**src/rtl/ahb_apb_pkg.sv**
```systemverilog
// ============================================================================
// Module : ahb_apb_pkg
// Brief  : Shared encodings and state type for the AHB-Lite to APB4 bridge.
// Rev    : 1.0
// ============================================================================
`default_nettype none

package ahb_apb_pkg;

    localparam logic [1:0] HTRANS_IDLE   = 2'b00;
    localparam logic [1:0] HTRANS_BUSY   = 2'b01;
    localparam logic [1:0] HTRANS_NONSEQ = 2'b10;
    localparam logic [1:0] HTRANS_SEQ    = 2'b11;

    localparam logic HRESP_OKAY  = 1'b0;
    localparam logic HRESP_ERROR = 1'b1;

    localparam logic [31:0] UNMAPPED_RDATA = 32'hDEADBEEF;

    typedef enum logic [2:0] {
        ST_IDLE   = 3'd0,
        ST_SETUP  = 3'd1,
        ST_ACCESS = 3'd2,
        ST_DONE   = 3'd3,
        ST_ERR1   = 3'd4,
        ST_ERR2   = 3'd5
    } state_e;

endpackage

`default_nettype wire

```
**src/rtl/ahb_apb_strb_gen.sv**
```systemverilog
// ============================================================================
// Module : ahb_apb_strb_gen
// Brief  : Combinational byte-strobe decode from HSIZE and the low address bits.
// Rev    : 1.0
// ============================================================================
`default_nettype none

module ahb_apb_strb_gen
    import ahb_apb_pkg::*;
(
    input  logic [2:0] hsize_i,
    input  logic [1:0] addr_i,
    output logic [3:0] strb_o
);

    // Sizes wider than a word still cover the full APB word.
    always_comb begin
        strb_o = 4'hF;
        case (hsize_i)
            3'd0:    strb_o = 4'b0001 << addr_i;
            3'd1:    strb_o = 4'b0011 << {addr_i[1], 1'b0};
            default: strb_o = 4'hF;
        endcase
    end

endmodule

`default_nettype wire

```
**src/rtl/ahblite_apb_bridge.sv**
```systemverilog
// ============================================================================
// Module : ahblite_apb_bridge
// Brief  : AHB-Lite slave forwarding each transfer to a multi-slave APB4 segment.
// Rev    : 1.0
// ============================================================================
`default_nettype none

module ahblite_apb_bridge
    import ahb_apb_pkg::*;
#(
    parameter int PSEL_W   = 4,
    parameter int PSEL_LSB = 16,
    parameter int NUM_PSLV = 9,
    parameter int PADDR_W  = 16,
    parameter int TIMEOUT  = 255
) (
    input  logic                HCLK,
    input  logic                HRESETn,
    input  logic                HSEL,
    input  logic [31:0]         HADDR,
    input  logic [1:0]          HTRANS,
    input  logic                HWRITE,
    input  logic [2:0]          HSIZE,
    input  logic                HREADY,
    input  logic [31:0]         HWDATA,
    output logic                HREADYOUT,
    output logic                HRESP,
    output logic [31:0]         HRDATA,
    output logic [NUM_PSLV-1:0] PSEL,
    output logic                PENABLE,
    output logic [PADDR_W-1:0]  PADDR,
    output logic                PWRITE,
    output logic [31:0]         PWDATA,
    output logic [3:0]          PSTRB,
    input  logic [31:0]         PRDATA,
    input  logic                PREADY,
    input  logic                PSLVERR
);

    localparam int TMR_W = (TIMEOUT > 1) ? $clog2(TIMEOUT) : 1;
    localparam logic [TMR_W-1:0] TMR_LAST = TMR_W'((TIMEOUT > 0) ? TIMEOUT - 1 : 0);

    state_e              state_q;
    logic                hreadyout_q;
    logic                hresp_q;
    logic [31:0]         hrdata_q;
    logic [NUM_PSLV-1:0] psel_q;
    logic                penable_q;
    logic [PADDR_W-1:0]  paddr_q;
    logic                pwrite_q;
    logic [3:0]          pstrb_q;
    logic [TMR_W-1:0]    timer_q;

    logic                w_accept;
    logic [PSEL_W-1:0]   w_idx;
    logic                w_mapped;
    logic [NUM_PSLV-1:0] w_onehot;
    logic [3:0]          w_strb;
    logic                w_unused;

    assign w_accept = HSEL & HREADY & HTRANS[1];
    assign w_idx    = HADDR[PSEL_LSB +: PSEL_W];
    assign w_mapped = ({{(32-PSEL_W){1'b0}}, w_idx} < 32'(NUM_PSLV));
    assign w_unused = ^HADDR;

    generate
        for (genvar g = 0; g < NUM_PSLV; g++) begin : g_psel_dec
            assign w_onehot[g] = (w_idx == PSEL_W'(g));
        end
    endgenerate

    ahb_apb_strb_gen u_strb_gen (
        .hsize_i (HSIZE),
        .addr_i  (HADDR[1:0]),
        .strb_o  (w_strb)
    );

    // Output registers are loaded with the values of the state being entered,
    // so every bus output is glitch-free and aligned with state_q.
    always_ff @(posedge HCLK or negedge HRESETn) begin
        if (!HRESETn) begin
            state_q     <= ST_IDLE;
            hreadyout_q <= 1'b1;
            hresp_q     <= HRESP_OKAY;
            hrdata_q    <= '0;
            psel_q      <= '0;
            penable_q   <= 1'b0;
            paddr_q     <= '0;
            pwrite_q    <= 1'b0;
            pstrb_q     <= '0;
            timer_q     <= '0;
        end else begin
            case (state_q)
                ST_IDLE, ST_DONE: begin
                    penable_q <= 1'b0;
                    if (w_accept) begin
                        paddr_q     <= {HADDR[PADDR_W-1:2], 2'b00};
                        pwrite_q    <= HWRITE;
                        pstrb_q     <= HWRITE ? w_strb : 4'h0;
                        hreadyout_q <= 1'b0;
                        if (w_mapped) begin
                            state_q <= ST_SETUP;
                            psel_q  <= w_onehot;
                            hresp_q <= HRESP_OKAY;
                        end else begin
                            state_q  <= ST_ERR1;
                            psel_q   <= '0;
                            hresp_q  <= HRESP_ERROR;
                            hrdata_q <= UNMAPPED_RDATA;
                        end
                    end else begin
                        state_q     <= ST_IDLE;
                        psel_q      <= '0;
                        hreadyout_q <= 1'b1;
                        hresp_q     <= HRESP_OKAY;
                    end
                end
                ST_SETUP: begin
                    state_q   <= ST_ACCESS;
                    penable_q <= 1'b1;
                    timer_q   <= '0;
                end
                ST_ACCESS: begin
                    timer_q <= timer_q + 1'b1;
                    if (PREADY) begin
                        psel_q    <= '0;
                        penable_q <= 1'b0;
                        if (PSLVERR) begin
                            state_q <= ST_ERR1;
                            hresp_q <= HRESP_ERROR;
                        end else begin
                            state_q     <= ST_DONE;
                            hreadyout_q <= 1'b1;
                            if (!pwrite_q) begin
                                hrdata_q <= PRDATA;
                            end
                        end
                    end else if ((TIMEOUT != 0) && (timer_q == TMR_LAST)) begin
                        state_q   <= ST_ERR1;
                        psel_q    <= '0;
                        penable_q <= 1'b0;
                        hresp_q   <= HRESP_ERROR;
                    end
                end
                ST_ERR1: begin
                    state_q     <= ST_ERR2;
                    hreadyout_q <= 1'b1;
                    hresp_q     <= HRESP_ERROR;
                end
                ST_ERR2: begin
                    // The master cancels whatever it presents here.
                    state_q     <= ST_IDLE;
                    hreadyout_q <= 1'b1;
                    hresp_q     <= HRESP_OKAY;
                end
                default: begin
                    state_q     <= ST_IDLE;
                    hreadyout_q <= 1'b1;
                    hresp_q     <= HRESP_OKAY;
                    psel_q      <= '0;
                    penable_q   <= 1'b0;
                end
            endcase
        end
    end

    assign HREADYOUT = hreadyout_q;
    assign HRESP     = hresp_q;
    assign HRDATA    = hrdata_q;
    assign PSEL      = psel_q;
    assign PENABLE   = penable_q;
    assign PADDR     = paddr_q;
    assign PWRITE    = pwrite_q;
    assign PSTRB     = pstrb_q;
    assign PWDATA    = HWDATA;

endmodule

`default_nettype wire

```
**config.mk**
```make
export PLATFORM = sky130hd
export DESIGN_NAME = ahblite_apb_bridge
export DESIGN_NICKNAME = d
export VERILOG_FILES = /design/src/rtl/ahb_apb_pkg.sv /design/src/rtl/ahb_apb_strb_gen.sv /design/src/rtl/ahblite_apb_bridge.sv
export SDC_FILE = /design/constraint.sdc
export NUM_CORES = 1
export LEC_CHECK = 0
export ABC_AREA = 1
export BUFFER_PORTS_ARGS = -buffer_cell sky130_fd_sc_hd__buf_2
export CORE_MARGIN = 4
export CORE_UTILIZATION = 48
export DETAILED_ROUTE_END_ITERATION = 10
export GPL_TIMING_DRIVEN = 0
export PLACE_DENSITY = 0.87
export SYNTH_ARGS = -nofsm -noshare
export SYNTH_HDL_FRONTEND = slang
export SYNTH_SLANG_ARGS = --single-unit
```
**constraint.sdc**
```tcl
create_clock -name HCLK -period 2.9 [get_ports HCLK]
set_clock_uncertainty 0.1 [all_clocks]
set_input_delay 0.58 -clock HCLK [delete_from_list [all_inputs] [get_ports HCLK]]
set_output_delay 0.58 -clock HCLK [all_outputs]
set_load 0.05 [all_outputs]
```
# Word-level counts from Yosys, hierarchy flattened
# Cells that the tools add are included.
# W data, S select, Z words.
# totals
ff_bits,74
inputBits,108
output_inout_bits,97
wordCells,88
# classes
add_sub_neg,1
magnitude_cmp,1
eq_ne,22
shifts,2
mux,33
n_bitwise,5
n_reduce_logical,14
# ops
op,n
$mux W32,5
$pmux W32 S2,1
$mux W9,4
$pmux W9 S3,1
$eq A4 B3 Y1 const B,4
$pmux W8 S2,1
$mux W3,5
$pmux W3 S4,1
$mux W1,10
$ne A2 B2 Y1 const B,5
$add A8 B1 Y8 const B,1
$eq A4 B2 Y1 const B,2
$eq A8 B8 Y1 const B,1
$pmux W4 S2,1
$eq A3 B1 Y1 const B,2
$eq A3 B2 Y1 const B,2
$eq A3 B3 Y1 const B,2
$logic_not A3 Y1,2
$ne A3 B3 Y1 const B,2
$pmux W1 S3,2
$reduce_and A2 Y1,3
$reduce_and A3 Y1,2
$reduce_and A6 Y1,1
$eq A4 B1 Y1 const B,1
12 further kinds,17

# Longest topological paths before layout
# Gate-level depths: netlist (run 1).
# depth
depth_word,4
depth_mapped,10
ltp_nobuf,9

# Modules after synthesis
# A second synthesis (run 1) with hierarchy kept.
# hier_totals
cells_unflattened,476
hier_area_um2,3776.1
# modules_own_cells
mod,n_inst,cells_per_inst,area_per_inst_um2,seq_area_each_um2
ahblite_apb_bridge,1,456,3678.5,1853.0
ahb_apb_strb_gen,1,20,97.6,0.0

# Worst setup path before layout (run 1)
# No wires, ideal clock.
# synth_timing
path_type,input to register
start,input HADDR[19]
end,register hrdata_q[0] (netlist: HRDATA[0])
setup_time_ns,0.119
t_arrival_ns,1.387
required_time_ns,2.681
setup_slack_ns,1.294
path_stages,10
path_buffers,1
cell_sequence,inv_1 > nor2_1 > nand2_1 > nand2_1 > nand2_1 > nand2_2 > nand2_4 > buf_6 > nand2_1 > nand2_1
# synth_between
elab_chain_len,3
# synth_lines
element,line_no,rtl
from (decl),ahblite_apb_bridge.sv:20,"input logic [31:0] HADDR,"
$lt A4 B4 Y1,ahblite_apb_bridge.sv:63,"assign w_mapped = ({{(32-PSEL_W){1'b0}}, w_idx} < 32'(NUM_PSLV));"
$ne A2 B2 Y1 (no line),-,
$reduce_and A6 Y1 (no line),-,
to (signal assigned),ahblite_apb_bridge.sv:85,hrdata_q <= '0;
to (signal assigned),ahblite_apb_bridge.sv:109,hrdata_q <= UNMAPPED_RDATA;
to (signal assigned),ahblite_apb_bridge.sv:135,hrdata_q <= PRDATA;
to (decl),ahblite_apb_bridge.sv:46,logic [31:0] hrdata_q;
# No other way between the ends.
# A chain may end at the register's enable or synchronous reset.

# Final worst setup path (run 1)
# layout_timing
start,register hreadyout_q (netlist: HREADYOUT)
end,output HREADYOUT
# layout_rtl
element,line_no,rtl
from (decl),ahblite_apb_bridge.sv:44,logic hreadyout_q;
from (signal assigned),ahblite_apb_bridge.sv:83,hreadyout_q <= 1'b1;
from (signal assigned),ahblite_apb_bridge.sv:100,hreadyout_q <= 1'b0;
from (signal assigned),ahblite_apb_bridge.sv:114,hreadyout_q <= 1'b1;
to (decl),ahblite_apb_bridge.sv:26,"output logic HREADYOUT,"
# No word-level cell between the ends.

==> impl_metrics.ini, run 1 <==
[pwr]
p_leak_uw = 0.00284
p_per_area_nw_per_um2 = 1200
vdd_drop_max_mv = 0.600

[yosys]
synth.top_cell.area_share_pct = 48.7
synth_seq_cells = 74
synth_compound_gate_area_share_pct = 3.80
synth_simple_gate_area_share_pct = 32.9
synth_seq_area_share_pct = 49.4
synth_warnings = 0
synthAdderAreaFrac_pct = 0.667
syn_area_um2 = 3750
avgSynthCellArea_um2 = 8.05
synth_top_cell_by_area = dfrtp_1
synthXorXnorAreaFrac_pct = 0
synth.distinct_cells = 27
syn-instance-count = 466
muxShareOfSynthArea_pct = 0
synthTopCellsByArea = dfrtp_1 49%, nand2_1 16%, buf_4 7.8%, nand3_1 6.5%, or2_2 4.3%
synth_top_family_by_area = simple AND/OR/NAND/NOR gates

[routing]
drt_wl_total_mm = 9.90
firstDrtPassIters = 4
vias_per_cell = 4.83
met3_length_um = 966
wl_met2_mm = 5.01
drt-met1-wl_mm = 3.84
antenna_left = 0
wl_per_cell_um = 13.4
num_vias = 3568
drc = 0
drtIter0Drc = 140
top_layer_used = met4

[job]
drv_cap = 0

[clock_tree]
clk_latency_ns = 0.34
cts-root-buf = clkbuf_8
cts.repair.resized = 0
post_cts_buffers = 0
cts_buffer_depth = 2
h-tree-depth = 3
clock-sinks = 74
hold_buffers = 0
cts_tree = yes
cts_buffers = 9
path_clk_slew_ns = 0.07

[place]
post-dp-hpwl_mm = 7.64
port_buffers = 157
routabilityCongestion = 0.828
post-place-ws_ns = 0.987

[setup_path]
path_max_fanout = 2
required_ns = 2.22
endpoint_kind = output port
crit_chain = buf_2
critPathSlowestCell = dfstp_2
cpLargestDelayFamily = flip-flops
critical_path_class = reg -> out
worst-path-buf-inv = 1
start_kind = flop
worstPathArrival_ns = 1.13
critical-path-max-stage-delay_ns = 0.53

[sta]
setup-violations-final = 0
period_needed_ns = 1.81
max-slew-margin-rel_pct = 37.7
setup_slack_ns = 1.09
worst_slew_pin_slew_ns = 0.935
hold_viol = 0
layout_worst_path_cycle_share_pct = 62.4
slew_viol_final = 0
fin_tns_setup_ns = 0
fmaxAchievable_ghz = 0.553
rsz0062_at_grt = false
hold_ws_ns = 0.246

[die]
die_h_um = 96.4
core_um2 = 7410
die_area_um2 = 9290
num_rows = 31
die_w_um = 96.4
io-pin-count = 205
initial_core_util_pct = 50.6

[final_layout]
n_fill_cell = 663
multi_input_area_um2 = 1410
register_area_um2 = 1850
syn2layout_area_growth_pct = 30.8
nNetsFinal = 745
drive_gt1_share_pct = 40.8
diodes = 0

[global_routing]
antenna_found_initial = 0
grt-ovfl-total = 0
grt_pass1_wl_mm = 15.0
grt_max_degree = 75
track_usage_pct = 20.8
grt_pass1_vias = 3367

[hold_path]
worstHoldPathType = in -> async

[outcome]
status = completed
## cell families (layout without fill, tap and decap cells)
family                   count (synthesis)  after routing
adder cells (fa/ha/maj)                  2              2
buffers and inverters                   84            257
AO/OA/AOI/OAI                           28             28
flip-flops                              74             74
AND/OR/NAND/NOR                        277            277
other                                    1              2
## cells in the mapped netlist
| cell | count |
|---|---|
| a21oi_1 | 6 |
| buf_2 | 7 |
| buf_4 | 39 |
| buf_6 | 3 |
| clkbuf_1 | 1 |
| clkbuf_2 | 1 |
| conb_1 | 1 |
| dfrtp_1 | 73 |
| dfstp_2 | 1 |
| ha_1 | 2 |
| inv_1 | 31 |
| inv_2 | 2 |
| nand2_1 | 159 |
| nand2_2 | 5 |
| nand2_4 | 1 |
| nand3_1 | 49 |
| nand3_2 | 2 |
| nand3b_1 | 1 |
| nand4_1 | 6 |
| nor2_1 | 22 |
| nor2_2 | 1 |
| nor2_4 | 1 |
| nor3_1 | 4 |
| o21ai_0 | 18 |
| o21ai_1 | 3 |
| o21bai_1 | 1 |
| or2_2 | 26 |
## cell type report
| type | instances | area share (%) |
|---|---|---|
| plain buffers | 51 | 7.55 |
| clock buffers | 13 | 3.44 |
| clock inverters | 3 | 1.40 |
| inverters | 33 | 2.53 |
| multi-input cells | 309 | 28.7 |
| flip-flops and latches | 74 | 37.8 |
| well taps | 99 | 2.53 |
| repair buffers | 157 | 16.1 |
## stage by stage
step	area, um2	power (uW)	cells	util (%)
global placement	4660	4890	723	63.0
floorplan	3750	4180	467	-
global route	4900	6270	739	66.2
CTS	4900	5940	739	66.2
finish	4900	5900	739	66.2
detailed placement	4670	5000	723	63.0
## worst paths after layout
| kind | slack (ns) | startpoint | cells after the start | end |
|---|---|---|---|---|
| hold reg to reg | 0.37 | HRDATA[13] | 2 | HRDATA[13] |
| min in group HCLK | 0.34 | HADDR[2] | 3 | PADDR[2] |
| max in group asynchronous | 1.80 | HRESETn | 1 | PSEL[2] |
| setup reg to reg | 1.19 | state_q[0] | 9 | HRDATA[17] |
| hold / removal | 0.25 | HRESETn | 1 | HRDATA[13] |
| setup / recovery | 1.09 | HREADYOUT | 1 | HREADYOUT |
## report_power, final
part,total (uW),leakage [uW],switching [uW],internal [uW]
Sequential,1690,0.000938,240,1450
Combinational,3280,0.00178,2490,788
Clock,931,0.000120,372,559
## worst reg2reg max path: stages, from the launching register on
cell and delay (ns):
dfrtp_1 0.44, inv_2 0.09, nand2_2 0.07, nor2_4 0.22
nand3_2 0.11, nand2_2 0.18, nand2_4 0.11, buf_6 0.16
nand2_1 0.06, nand2_1 0.05
## sequential cells by signal, indices dropped and copies added (netlist names)
signal and flops:
PSEL 9, PADDR 14, HRESP 1, state_q 3
timer_q 8, HREADYOUT 1, PWRITE 1, HRDATA 32
PSTRB 4, PENABLE 1
## layout by cell type, fill, tap and decap left out, drive strengths merged
master | synthesis | final
ha | 2 | 2
or2 | 26 | 26
nor3 | 4 | 4
nand3b | 1 | 1
nand3 | 51 | 51
conb | 1 | 2
buf | 49 | 206
bufinv | 0 | 2
nand2 | 165 | 165
nor2 | 24 | 24
dfstp | 1 | 1
o21ai | 21 | 21
o21bai | 1 | 1
a21oi | 6 | 6
nand4 | 6 | 6
clkbuf | 2 | 15
inv | 33 | 34
dfrtp | 73 | 73
## per-layer routing
| metal | global-route usage, % | up-vias |
|---|---|---|
| met3 | 5.34 | 8 |
| met4 | 7.01 | 0 |
| met5 | 0 | - |
| met1 | 24.0 | 1643 |
| met2 | 37.4 | 152 |
| li1 | - | 1765 |
Power figures use the tool's default switching activity.
==> run 2: changes to the inputs <==
Settings changed: CORE_UTILIZATION 48 to 45, PLACE_DENSITY 0.87 to 0.83.
Clock period 2.9 ns to 1.85 ns, I/O delays scaled along.
==> run 2 against run 1 <==
  * Utilization fell by 5.9 points
  * Worst hold slack worse by 0.12 ns
  * Cell area increased by 0.54%
  * Sequential power increased by 56%
  * Largest power group unchanged
  * Highest routed layer unchanged
==> impl_metrics.ini, run 2 (synthesis gave the netlist of run 1 again) <==
[sta]
period_needed_ns = 1.71
fmaxAchievable_ghz = 0.586
hold_viol = 0
slew_viol_final = 0
layout_worst_path_cycle_share_pct = 92.3
rsz0062_at_grt = false
fin_tns_setup_ns = 0
setup-violations-final = 0
hold_ws_ns = 0.126

[place]
post-place-cells = 730
post-dp-hpwl_mm = 7.28
port_buffers = 157
routabilityCongestion = 0.898

[setup_path]
critical_path_class = reg -> reg
endpoint_kind = flop
path_max_fanout = 10
worstPathArrival_ns = 1.83
start_kind = flop
required_ns = 1.97

[routing]
drt-met1-wl_mm = 4.03
drt_wl_total_mm = 9.57
num_vias = 3580
antenna_left = 0
met3_length_um = 880
drtIter0Drc = 132
top_layer_used = met4
vias_per_cell = 4.79
drc = 0
wl_per_cell_um = 12.8
firstDrtPassIters = 5
wl_met2_mm = 4.52

[die]
die_area_um2 = 9860
io-pin-count = 205
initial_core_util_pct = 45.9
num_rows = 33
die_h_um = 99.3
die_w_um = 99.3
core_um2 = 8180

[outcome]
status = completed

[pwr]
p_per_area_nw_per_um2 = 1860
p_clk_share_pct = 15.2
internal_power_uw = 4320
p_leak_uw = 0.00284
vdd_drop_max_mv = 1.06
p_sw_share_pct = 52.8
pwr-share-comb_pct = 55.9
pwr-share-seq_pct = 28.9
p_sw_uw = 4840

[hold_path]
worstHoldPathType = in -> reg

[final_layout]
syn2layout_area_growth_pct = 31.5
largest_reg_flops = 32
drive_gt1_share_pct = 40.8
mostFrequentLayoutCells = 163 x buf_2, 159 x nand2_1, 73 x dfrtp_1
instances_no_fill = 747
nNetsFinal = 747
diodes = 0
layout.cells.most_common = buf_2

[job]
drv_cap = 0

[clock_tree]
cts_tree = yes
cts.repair.resized = 0
clk_latency_ns = 0.34
post_cts_buffers = 0
path_clk_slew_ns = 0.08
h-tree-depth = 3
cts_buffers = 9
cts-root-buf = clkbuf_8
clock-sinks = 74
cts_buffer_depth = 2

[global_routing]
track_usage_pct = 19.4
grt-ovfl-total = 0
grt_pass1_vias = 3467
antenna_found_initial = 0
grt_pass1_wl_mm = 15.6
grt_max_degree = 73
## run 2: changes by cell type in the layout (fill, tap and decap cells not counted), sizes merged
cell         delta
clkbuf          -2
clkinv          +2
buf             +1
clkinvlp        +1
dlygate4sd3     +1
inv             -1
## run 2: routing by layer
metal | GRT usage, % | vias up
met3 | 4.70 | 11
met1 | 24.9 | 1654
met2 | 32.1 | 151
met4 | 6.62 | 0
met5 | 0 | -
li1 | - | 1764
## run 2: power by group through the flow
stage | combinational, uW | clock [uW] | sequential (uW)
after detailed placement | 5140 | 0 | 2660
after global placement | 5030 | 0 | 2640
after CTS | 5140 | 1410 | 2640
after floorplan | 1840 | 0 | 4710
after global routing | 5490 | 1480 | 2730
final | 5110 | 1400 | 2640
## run 2: final timing paths
path	start	cells past startpoint	to	slack, ns
max	state_q[2]	6	HRDATA[19]	0.14
min	HADDR[13]	3	PADDR[13]	0.13
max reg2reg	state_q[2]	6	HRDATA[19]	0.14
min reg2reg	HRDATA[31]	2	HRDATA[31]	0.37
max in group asynchronous	HRESETn	3	HREADYOUT	0.79
min in group asynchronous	HRESETn	2	HRDATA[13]	0.27
## run 2: critical path: stages, from the launching register on
cell	delay, ns
dfrtp_1	0.44
inv_2	0.13
nand3_2	0.20
clkbuf_1	0.26
or2_2	0.32
nand3_1	0.09
nand2_1	0.06
## run 2: timing repair
item,CTS,global route
hold buffers,1,0
endpoints found under the hold margin,73,0
endpoints found under the setup margin,0,0
## run 2: layout make-up
cell class | instances | area, um2
plain buffers | 51 | 370
clock buffers | 11 | 141
clock inverters | 5 | 77.6
fillers | 740 | 3240
inverters | 33 | 124
multi-input cells | 309 | 1410
flip-flops and latches | 74 | 1850
well taps | 105 | 131
repair buffers | 159 | 826
## run 2: metrics by stage
| stage | util, % | power (uW) | setup WS [ns] | cell area (um2) |
|---|---|---|---|---|
| 2_1_floorplan | - | 6550 | 0.399 | 3750 |
| 3_3_place_gp | 57.1 | 7670 | -0.125 | 4670 |
| 3_5_place_dp | 57.5 | 7800 | 0.140 | 4700 |
| 4_1_cts | 60.3 | 9190 | 0.171 | 4930 |
| 5_1_grt | 60.3 | 9710 | 0.0205 | 4930 |
| 6_report | 60.3 | 9150 | 0.142 | 4930 |
